==> src/rtl/ahb3lite_burst_master_if.sv <==
// Command-side and AHB3-Lite bus signals of ahb3lite_burst_master.
// The master modport is the initiator's view; the slave modport is the fabric/bench view.
interface ahb3lite_burst_master_if #(
    parameter int unsigned ADDR_W = 16,
    parameter int unsigned DATA_W = 32
);
    logic              cmd_valid;
    logic              cmd_ready;
    logic              cmd_write;
    logic [ADDR_W-1:0] cmd_addr;
    logic [2:0]        cmd_size;
    logic [2:0]        cmd_burst;
    logic [4:0]        cmd_len;
    logic [DATA_W-1:0] wdata;
    logic              wdata_ack;
    logic [DATA_W-1:0] rdata;
    logic              rdata_valid;
    logic              done;
    logic              err;
    logic [ADDR_W-1:0] HADDR;
    logic [1:0]        HTRANS;
    logic              HWRITE;
    logic [2:0]        HSIZE;
    logic [2:0]        HBURST;
    logic [3:0]        HPROT;
    logic [DATA_W-1:0] HWDATA;
    logic              HREADY;
    logic              HRESP;
    logic [DATA_W-1:0] HRDATA;

    modport master (
        input  cmd_valid, cmd_write, cmd_addr, cmd_size, cmd_burst, cmd_len, wdata,
        input  HREADY, HRESP, HRDATA,
        output cmd_ready, wdata_ack, rdata, rdata_valid, done, err,
        output HADDR, HTRANS, HWRITE, HSIZE, HBURST, HPROT, HWDATA
    );

    modport slave (
        output cmd_valid, cmd_write, cmd_addr, cmd_size, cmd_burst, cmd_len, wdata,
        output HREADY, HRESP, HRDATA,
        input  cmd_ready, wdata_ack, rdata, rdata_valid, done, err,
        input  HADDR, HTRANS, HWRITE, HSIZE, HBURST, HPROT, HWDATA
    );
endinterface

==> src/rtl/ahb3lite_burst_master.sv <==
// AHB3-Lite burst initiator: one command becomes a pipelined NONSEQ/SEQ burst (INCR/WRAP).
// Define AHB_MASTER_ALIGN_CHECK_EN to reject commands whose address is not size-aligned.
module ahb3lite_burst_master #(
    parameter int unsigned ADDR_W        = 16,
    parameter int unsigned DATA_W        = 32,
    parameter logic [3:0]  HPROT_DEFAULT = 4'b0011
) (
    input logic                   HCLK,
    input logic                   HRESET,
    ahb3lite_burst_master_if.master bus
);
    localparam int unsigned MaxSize  = $clog2(DATA_W / 8);
    localparam logic [1:0]  HtIdle   = 2'b00;
    localparam logic [1:0]  HtNonseq = 2'b10;
    localparam logic [1:0]  HtSeq    = 2'b11;

    typedef enum logic [2:0] {StIdle, StAddr, StBurst, StLast, StErr1, StErr2} state_e;

    state_e            state_q, state_d;
    logic [ADDR_W-1:0] haddr_q, haddr_d, wmask_q, wmask_d;
    logic [1:0]        htrans_q, htrans_d;
    logic              hwrite_q, hwrite_d;
    logic [2:0]        hsize_q, hsize_d, hburst_q, hburst_d;
    logic [DATA_W-1:0] hwdata_q, hwdata_d, rdata_q, rdata_d;
    logic [4:0]        beats_left_q, beats_left_d;
    logic              rdata_valid_q, rdata_valid_d, done_q, done_d, err_q, err_d;

    logic [4:0]        beats;
    logic [31:0]       total_bytes, end_off;
    logic              is_wrap, reject, align_bad, addr_done;
    logic [ADDR_W-1:0] mask_cmd, next_addr;

    always_comb begin
        unique case (bus.cmd_burst)
            3'b000:         beats = 5'd1;
            3'b001:         beats = (bus.cmd_len == 5'd0) ? 5'd1 : bus.cmd_len;
            3'b010, 3'b011: beats = 5'd4;
            3'b100, 3'b101: beats = 5'd8;
            default:        beats = 5'd16;
        endcase
    end

    assign total_bytes = 32'(beats) << bus.cmd_size;
    assign end_off     = 32'(bus.cmd_addr[9:0]) + total_bytes;
    assign is_wrap     = !bus.cmd_burst[0] && (bus.cmd_burst != 3'b000);
    assign mask_cmd    = is_wrap ? ADDR_W'(total_bytes - 32'd1) : '1;
`ifdef AHB_MASTER_ALIGN_CHECK_EN
    assign align_bad = |(bus.cmd_addr & ((ADDR_W'(1) << bus.cmd_size) - ADDR_W'(1)));
`else
    assign align_bad = 1'b0;
`endif
    assign reject = (32'(bus.cmd_size) > MaxSize) || (bus.cmd_burst[0] && (end_off > 32'd1024)) ||
                    align_bad;

    // Non-wrap bursts carry an all-ones mask, so the same expression does plain increment.
    assign next_addr = (haddr_q & ~wmask_q) |
                       ((haddr_q + (ADDR_W'(1) << hsize_q)) & wmask_q);
    assign addr_done = bus.HREADY && (htrans_q != HtIdle);

    always_comb begin
        state_d       = state_q;
        haddr_d       = haddr_q;
        htrans_d      = htrans_q;
        hwrite_d      = hwrite_q;
        hsize_d       = hsize_q;
        hburst_d      = hburst_q;
        hwdata_d      = hwdata_q;
        wmask_d       = wmask_q;
        beats_left_d  = beats_left_q;
        rdata_d       = rdata_q;
        rdata_valid_d = 1'b0;
        done_d        = 1'b0;
        err_d         = 1'b0;

        if (addr_done && hwrite_q) hwdata_d = bus.wdata;

        case (state_q)
            StIdle: begin
                if (bus.cmd_valid) begin
                    if (reject) begin
                        done_d = 1'b1;
                        err_d  = 1'b1;
                    end else begin
                        haddr_d      = bus.cmd_addr;
                        htrans_d     = HtNonseq;
                        hwrite_d     = bus.cmd_write;
                        hsize_d      = bus.cmd_size;
                        hburst_d     = bus.cmd_burst;
                        wmask_d      = mask_cmd;
                        beats_left_d = beats - 5'd1;
                        state_d      = StAddr;
                    end
                end
            end
            StAddr, StBurst: begin
                if (state_q == StBurst && bus.HRESP && !bus.HREADY) begin
                    htrans_d = HtIdle;
                    state_d  = StErr1;
                end else if (bus.HREADY) begin
                    if (state_q == StBurst && !hwrite_q) begin
                        rdata_d       = bus.HRDATA;
                        rdata_valid_d = 1'b1;
                    end
                    if (beats_left_q == 5'd0) begin
                        htrans_d = HtIdle;
                        state_d  = StLast;
                    end else begin
                        haddr_d      = next_addr;
                        htrans_d     = HtSeq;
                        beats_left_d = beats_left_q - 5'd1;
                        state_d      = StBurst;
                    end
                end
            end
            StLast: begin
                if (bus.HRESP && !bus.HREADY) begin
                    state_d = StErr1;
                end else if (bus.HREADY) begin
                    if (!hwrite_q) begin
                        rdata_d       = bus.HRDATA;
                        rdata_valid_d = 1'b1;
                    end
                    done_d  = 1'b1;
                    state_d = StIdle;
                end
            end
            StErr1: begin
                if (bus.HREADY) begin
                    done_d  = 1'b1;
                    err_d   = 1'b1;
                    state_d = StErr2;
                end
            end
            StErr2:  state_d = StIdle;
            default: state_d = StIdle;
        endcase
    end

    always_ff @(posedge HCLK) begin
        if (HRESET) begin
            state_q       <= StIdle;
            haddr_q       <= '0;
            htrans_q      <= HtIdle;
            hwrite_q      <= 1'b0;
            hsize_q       <= '0;
            hburst_q      <= '0;
            hwdata_q      <= '0;
            wmask_q       <= '0;
            beats_left_q  <= '0;
            rdata_q       <= '0;
            rdata_valid_q <= 1'b0;
            done_q        <= 1'b0;
            err_q         <= 1'b0;
        end else begin
            state_q       <= state_d;
            haddr_q       <= haddr_d;
            htrans_q      <= htrans_d;
            hwrite_q      <= hwrite_d;
            hsize_q       <= hsize_d;
            hburst_q      <= hburst_d;
            hwdata_q      <= hwdata_d;
            wmask_q       <= wmask_d;
            beats_left_q  <= beats_left_d;
            rdata_q       <= rdata_d;
            rdata_valid_q <= rdata_valid_d;
            done_q        <= done_d;
            err_q         <= err_d;
        end
    end

    assign bus.cmd_ready   = (state_q == StIdle);
    assign bus.wdata_ack   = addr_done && hwrite_q;
    assign bus.rdata       = rdata_q;
    assign bus.rdata_valid = rdata_valid_q;
    assign bus.done        = done_q;
    assign bus.err         = err_q;
    assign bus.HADDR       = haddr_q;
    assign bus.HTRANS      = htrans_q;
    assign bus.HWRITE      = hwrite_q;
    assign bus.HSIZE       = hsize_q;
    assign bus.HBURST      = hburst_q;
    assign bus.HPROT       = HPROT_DEFAULT;
    assign bus.HWDATA      = hwdata_q;
endmodule
==> src/flat_wrapper.sv <==
// flat-port wrapper written by rule: the top's interface ports become plain ports
module ahb3lite_burst_master_flat 
#(
    parameter int unsigned ADDR_W        = 16,
    parameter int unsigned DATA_W        = 32,
    parameter logic [3:0]  HPROT_DEFAULT = 4'b0011
)
  (HCLK, HRESET, bus_cmd_valid, bus_cmd_write, bus_cmd_addr, bus_cmd_size, bus_cmd_burst, bus_cmd_len, bus_wdata, bus_HREADY, bus_HRESP, bus_HRDATA, bus_cmd_ready, bus_wdata_ack, bus_rdata, bus_rdata_valid, bus_done, bus_err, bus_HADDR, bus_HTRANS, bus_HWRITE, bus_HSIZE, bus_HBURST, bus_HPROT, bus_HWDATA);
  ahb3lite_burst_master_if #(.ADDR_W(ADDR_W), .DATA_W(DATA_W)) bus_i ();
  input logic HCLK;
  input logic HRESET;
  input wire logic [$bits(bus_i.cmd_valid)-1:0] bus_cmd_valid;
  input wire logic [$bits(bus_i.cmd_write)-1:0] bus_cmd_write;
  input wire logic [$bits(bus_i.cmd_addr)-1:0] bus_cmd_addr;
  input wire logic [$bits(bus_i.cmd_size)-1:0] bus_cmd_size;
  input wire logic [$bits(bus_i.cmd_burst)-1:0] bus_cmd_burst;
  input wire logic [$bits(bus_i.cmd_len)-1:0] bus_cmd_len;
  input wire logic [$bits(bus_i.wdata)-1:0] bus_wdata;
  input wire logic [$bits(bus_i.HREADY)-1:0] bus_HREADY;
  input wire logic [$bits(bus_i.HRESP)-1:0] bus_HRESP;
  input wire logic [$bits(bus_i.HRDATA)-1:0] bus_HRDATA;
  output wire logic [$bits(bus_i.cmd_ready)-1:0] bus_cmd_ready;
  output wire logic [$bits(bus_i.wdata_ack)-1:0] bus_wdata_ack;
  output wire logic [$bits(bus_i.rdata)-1:0] bus_rdata;
  output wire logic [$bits(bus_i.rdata_valid)-1:0] bus_rdata_valid;
  output wire logic [$bits(bus_i.done)-1:0] bus_done;
  output wire logic [$bits(bus_i.err)-1:0] bus_err;
  output wire logic [$bits(bus_i.HADDR)-1:0] bus_HADDR;
  output wire logic [$bits(bus_i.HTRANS)-1:0] bus_HTRANS;
  output wire logic [$bits(bus_i.HWRITE)-1:0] bus_HWRITE;
  output wire logic [$bits(bus_i.HSIZE)-1:0] bus_HSIZE;
  output wire logic [$bits(bus_i.HBURST)-1:0] bus_HBURST;
  output wire logic [$bits(bus_i.HPROT)-1:0] bus_HPROT;
  output wire logic [$bits(bus_i.HWDATA)-1:0] bus_HWDATA;
  assign bus_i.cmd_valid = bus_cmd_valid;
  assign bus_i.cmd_write = bus_cmd_write;
  assign bus_i.cmd_addr = bus_cmd_addr;
  assign bus_i.cmd_size = bus_cmd_size;
  assign bus_i.cmd_burst = bus_cmd_burst;
  assign bus_i.cmd_len = bus_cmd_len;
  assign bus_i.wdata = bus_wdata;
  assign bus_i.HREADY = bus_HREADY;
  assign bus_i.HRESP = bus_HRESP;
  assign bus_i.HRDATA = bus_HRDATA;
  assign bus_cmd_ready = bus_i.cmd_ready;
  assign bus_wdata_ack = bus_i.wdata_ack;
  assign bus_rdata = bus_i.rdata;
  assign bus_rdata_valid = bus_i.rdata_valid;
  assign bus_done = bus_i.done;
  assign bus_err = bus_i.err;
  assign bus_HADDR = bus_i.HADDR;
  assign bus_HTRANS = bus_i.HTRANS;
  assign bus_HWRITE = bus_i.HWRITE;
  assign bus_HSIZE = bus_i.HSIZE;
  assign bus_HBURST = bus_i.HBURST;
  assign bus_HPROT = bus_i.HPROT;
  assign bus_HWDATA = bus_i.HWDATA;
  ahb3lite_burst_master #(.ADDR_W(ADDR_W), .DATA_W(DATA_W), .HPROT_DEFAULT(HPROT_DEFAULT)) u_core (.HCLK(HCLK), .HRESET(HRESET), .bus(bus_i));
endmodule
==> config.mk <==
export PLATFORM = sky130hd
export DESIGN_NAME = ahb3lite_burst_master_flat
export DESIGN_NICKNAME = d
export VERILOG_FILES = /design/src/rtl/ahb3lite_burst_master_if.sv /design/src/rtl/ahb3lite_burst_master.sv /design/src/flat_wrapper.sv
export SDC_FILE = /design/constraint.sdc
export NUM_CORES = 1
export LEC_CHECK = 0
export BUFFER_PORTS_ARGS = -buffer_cell sky130_fd_sc_hd__buf_4
export CORE_MARGIN = 3
export CORE_UTILIZATION = 45
export CTS_BUF_LIST = sky130_fd_sc_hd__clkbuf_4 sky130_fd_sc_hd__clkbuf_8
export CTS_CLUSTER_SIZE = 30
export DETAILED_ROUTE_END_ITERATION = 12
export GPL_TIMING_DRIVEN = 1
export PLACE_DENSITY = 0.82
export SYNTH_ARGS = -nofsm -noshare
export SYNTH_HDL_FRONTEND = slang
export SYNTH_SLANG_ARGS = --single-unit
==> constraint.sdc <==
create_clock -name HCLK -period 5.11 [get_ports HCLK]
set_clock_uncertainty 0.15 [all_clocks]
set_input_delay 0.2555 -clock HCLK [delete_from_list [all_inputs] [get_ports HCLK]]
set_output_delay 0.2555 -clock HCLK [all_outputs]
set_load 0.01 [all_outputs]
# After elaboration in Yosys (flattened, before gate mapping)

Index checks and enable logic that the tools add are counted.
W data, S select, Z words.

Bits in registers: 116
Bits of input ports: 97
Output and inout bits: 98
Word-level logic and storage cells: 126

Add/sub/neg operators: 5
$lt $le $gt $ge: 2
Eq/ne operators: 21
Shifts and indexed selects: 2
Muxes and demuxes: 50
Bitwise gates (word level): 5
Reduce and logical (&&, ||, !) cells: 28

Operators by type and width:

| cell                    | number |
|---|---|
| $mux W32                | 6 |
| $mux W16                | 6 |
| $pmux W32 S2            | 1 |
| $add A10 B32 Y32        | 1 |
| $and A16 B16 Y16        | 2 |
| $gt A32 B11 Y1 const B  | 1 |
| $pmux W16 S2            | 1 |
| $shl A5 B3 Y32          | 1 |
| $mux W5                 | 6 |
| $mux W3                 | 7 |
| $pmux W5 S4             | 1 |
| $ne A2 B2 Y1 const B    | 9 |
| $add A16 B16 Y16        | 1 |
| $not A16 Y16            | 1 |
| $or A16 B16 Y16         | 1 |
| $shl A1 B3 Y16 const A  | 1 |
| $sub A16 B1 Y16 const B | 1 |
| $eq A3 B2 Y1 const B    | 4 |
| $pmux W3 S4             | 1 |
| $mux W1                 | 11 |
| $logic_not A5 Y1        | 2 |
| $mux W2                 | 5 |
| $pmux W5 S2             | 1 |
| $sub A5 B1 Y5 const B   | 2 |
| other kinds (21)        | 40 |

# Depth between registers and ports, before layout

Depth after elaboration: 11
Gate-level depth with buffers: 18
Gate-level depth less buffers: 15

# Least setup slack after synthesis

Ideal clock, no wire load.

Path type: input -> register
Start point: input bus_cmd_burst[1]
End point: register (tool-made name)
Setup time: 0.086 ns
Arrival time: 3.929 ns
Data required time: 4.874 ns
Setup slack: 0.944 ns
Cell stages on the path: 15
Buffers on the path: 2
Cell sequence: clkbuf_1 nand3b_1 a211oi_1 mux2i_1 o22ai_1 ha_1 a211oi_1 o21ai_0 mux2_2 a2111o_1 o31a_1 nor3_4 buf_6 o22ai_1 a221oi_2

RTL lines:

| what        | line               | RTL |
|---|---|---|
| from (decl) | flat_wrapper.sv:16 | `input wire logic [$bits(bus_i.cmd_burst)-1:0] bus_cmd_burst;` |

# Worst setup path in the final report

Start point: input bus_cmd_burst[1]
End point: register u_core.wmask_q[6]

Word-level cells in the longest chain between the ends: 10
Elaborated cells between the ends (all ways): 20
Those cells by class: add/sub: 2; order compare: 1; eq/ne: 5; shift: 1; mux: 2; bitwise: 1; reduce/logical: 8

RTL lines:

| what                                         | line                         | RTL |
|---|---|---|
| $eq A3 B3 Y1 or $eq A3 B2 Y1 (tied branches) | ahb3lite_burst_master.sv:34  | `unique case (bus.cmd_burst)` |
| $reduce_or A2 Y1                             | ahb3lite_burst_master.sv:34  |  |
| $pmux W5 S4                                  | ahb3lite_burst_master.sv:34  |  |
| $shl A5 B3 Y32                               | ahb3lite_burst_master.sv:43  | `assign total_bytes = 32'(beats) << bus.cmd_size;` |
| $add A10 B32 Y32                             | ahb3lite_burst_master.sv:44  | `assign end_off = 32'(bus.cmd_addr[9:0]) + total_bytes;` |
| $gt A32 B11 Y1                               | ahb3lite_burst_master.sv:52  | `assign reject = (32'(bus.cmd_size) > MaxSize) \|\| (bus.cmd_burst[0] && (end_off > 32'd1024)) \|\|` |
| $logic_and A1 B1 Y1                          | ahb3lite_burst_master.sv:52  |  |
| $logic_or A1 B1 Y1                           | ahb3lite_burst_master.sv:52  |  |
| $not A1 Y1 (no line)                         | --                           |  |
| $reduce_and A3 Y1 (no line)                  | --                           |  |
| to (signal assigned)                         | ahb3lite_burst_master.sv:162 | `wmask_q <= wmask_d;` |
| to (decl)                                    | ahb3lite_burst_master.sv:20  | `logic [ADDR_W-1:0] haddr_q, haddr_d, wmask_q, wmask_d;` |

Parallel ways exist; a longest one is shown, timed or not.
A chain may end at the register's enable or synchronous reset.

==> results.md <==
* Wire per inst at 16.9 microns
* ANT cells at 0
* Max Clock Freq at 211 MHz
* Critical Path Fanout Max at 12
* Initial antenna violation count at 0
* Post-DP HPWL at 13.2 mm
* Main synth FF type: dfxtp_1
* Worst reg-to-reg setup slack at 1.96 ns
* Most numerous cell in the Yosys netlist: nand2_1
* Startpoint types: input port
* Fin crit share at 0.928
* Starting Density at 0.463
* Number of flops mapped to enable cells by yosys at 0
* Worst path required time at 5.29 ns
* Final Max Slew Viols at 0
* Placed insts at 1110
* # rows at 42
* Htree depth at 4
* TritonCTS Buffers at 17
* Met3 Usage GRT at 0.0823
* Crit path kind: input port to flop
* Final WL at 20.4 mm
* Distinct cell type count after synthesis at 72
* Drt initial violations at 590
* GRT Resource Usage Total at 0.271
* Die Span X at 123 microns
* Power Total at 0.00244 W
* Register area at 2320 sq um
* FF-to-FF path depth at 12
* P per Cell Area at 279 nW/um^2
* Reg clk slew, reported paths at 0.06 ns
* Synth top area share at 0.377
* Placeable Area at 13300 sq um
* Most used routing layer: met2
* Synth top cells by count: nand2_1 (158), dfxtp_1 (116), a21oi_1 (96)
* Slew @ Worst Pin at 1.10 ns
* Residual DRC count at 0
* Hold Path End: u_core.bus.HBURST[0]
* Sum Neg Setup Slack at 0 ns
* Global-route wire length before repair at 32.5 mm
* Largest net degree at the start of global routing at 79
* Overflow after GRT at 0
* Worst slew margin at 0.264
* Netlist area before placement at 6150 sq um
* Hold Path Class: input port to flop
* Met1 usage at 0.333
* Die Ht at 123 microns
* # setup viols final at 0
* Synthesized area per cell at 7.83 sq um
* Vias/cell at 5.61
* Top post-synthesis cells by area: dfxtp_1 (38%), nand2_1 (9.6%), a21oi_1 (7.8%), ha_1 (4.1%), nor2_1 (3.1%)
* Peak VDD IR at 0.232 mV
* Number of global-route vias before repair at 6548
* First-pass iteration count of the detailed router at 6
* TritonCTS clock tree: built
* Cell Count, Final, Fillers Out at 1212
* Final Hold Vio Count at 0
* Met2 usage at 0.440
* Async SR Flop Fraction at 0
* Min-delay src: bus_cmd_burst[0]
* Number of fillers in the final layout at 1050
* Worst r2r src: u_core.bus.HSIZE[0]
* Status: finished, final reports clean
* Nets at 1143
* RSZ-0062 raised after global routing: false
* Post-CTS setup buffers at 0
* Post-cts resize count at 0
* Area grow syn2layout at 42.0%
* Pleak at 3.58 nW
* Worst skew pair latency at 0.43 ns
* #FFs+latches synth at 116
* Final antenna-violating net count at 0
* CTS max path bufs at 2
* Share of layout cells above drive strength 1 at 0.247
* Crit path DAT at 4.92 ns
* Max Cap Viol at 0
* CTS root buf: clkbuf_8
* # IOs at 195
* DR vias at 6799
* PortBufs at 190
* Sink Count at 116
* Multi-input gate area at 3500 sq um
* RePlAce Congestion at 0.927
* Synth area leader: dfxtp_1
* WHS Path Cells at 3
* Post-Synthesis Cells at 786
* Crit. End Element: flop
* Min Hold Slack at 0.0313 ns
* Syn. warnings at 0
* Hold buffer count at CTS at 71
* Fin crit period at 4.74 ns
* Sequential fraction of the synthesis area at 0.377
* Die area at 15100 sq um
==> worst max path at each step <==
stage	start	to	slack, ns	cells after the start
finish	bus_cmd_burst[1]	u_core.wmask_q[6]	0.37	16
global route	bus_cmd_burst[1]	flop	0.05	16
CTS	bus_cmd_burst[1]	u_core.wmask_q[6]	0.38	16
detailed placement	bus_cmd_len[1]	u_core.wmask_q[6]	0.48	16
global placement	bus_cmd_len[1]	flop	0.56	16
floorplan	bus_cmd_burst[1]	flop	0.94	15
==> logic make-up after synthesis <==
group           after synthesis  share of synthesized area
simple gates                287                      0.210
compound gates              242                      0.259
flops                       116                      0.377
buf+inv                      85                     0.0575
fa+ha+maj                    23                     0.0488
xor+xnor                     19                     0.0270
mux                          12                     0.0197
other cells                   2                    0.00122
==> layout make-up <==
class | instances | share of cell area
Clock buffer | 28 | 0.0391
Clock inverter | 3 | 0.00229
Inverter | 30 | 0.0129
Multi-Input combinational cell | 587 | 0.401
Sequential cell | 116 | 0.266
Tap cell | 176 | 0.0252
Timing Repair Buffer | 272 | 0.254
==> through the flow <==
step / area, sq um / utilization / setup WS, ns
6_report: 8740 / 0.657 / 0.370
4_1_cts: 8740 / 0.657 / 0.382
3_3_place_gp: 7660 / 0.577 / 0.564
5_1_grt: 8740 / 0.657 / 0.0525
3_5_place_dp: 7660 / 0.577 / 0.483
2_1_floorplan: 6160 / - / 0.944
==> where the power goes <==
group	total (W)	leakage (nW)	switching (W)	internal, W
sequential	0.00102	0.942	0.0000552	0.000962
combinational	0.000643	2.45	0.000343	0.000300
clock	0.000775	0.187	0.000353	0.000422
total	0.00244	3.58	0.000752	0.00168
==> metal layers <==
metal  wire (microns)  vias up
li1                 -     3258
met1             8440     3169
met2             9670      318
met3             1710       54
met4              626        0
met5                0        -
==> critical path: stages <==
cell	delay, ns
dlygate4sd3_1	0.54
buf_4	0.17
nand3b_1	0.18
a211oi_1	0.39
mux2i_1	0.15
o22ai_1	0.35
ha_1	0.39
a211oi_1	0.33
o21ai_0	0.15
mux2_2	0.29
a2111o_1	0.40
o31a_1	0.42
nor4_4	0.29
buf_4	0.26
nor2_1	0.07
a311oi_1	0.26
==> cells in the final DEF (no fill, tap or decap), types with 3 or more instances in the layout <==
cell	count
a31oi_1	6
nor2_1	50
o21ai_0	28
nand3b_1	4
a22oi_1	3
nor4_1	4
o211ai_1	4
a21o_1	5
nor2b_1	5
a211oi_1	12
a221oi_2	9
buf_4	201
o22ai_1	24
o31a_1	3
a21oi_1	95
or2_2	4
nor3_1	12
o21a_1	16
ha_1	20
xor2_1	6
conb_1	4
nand3_1	14
dlygate4sd3_1	71
a311oi_1	5
dfxtp_1	116
clkbuf_8	21
nand2_1	158
o311ai_0	4
inv_1	29
or3_1	3
a221oi_1	5
and3_1	4
xnor2_1	13
nor3b_1	5
mux2i_1	11
clkbuf_4	7
nand2b_1	10
No activity file was read; power rests on OpenSTA's default activity.
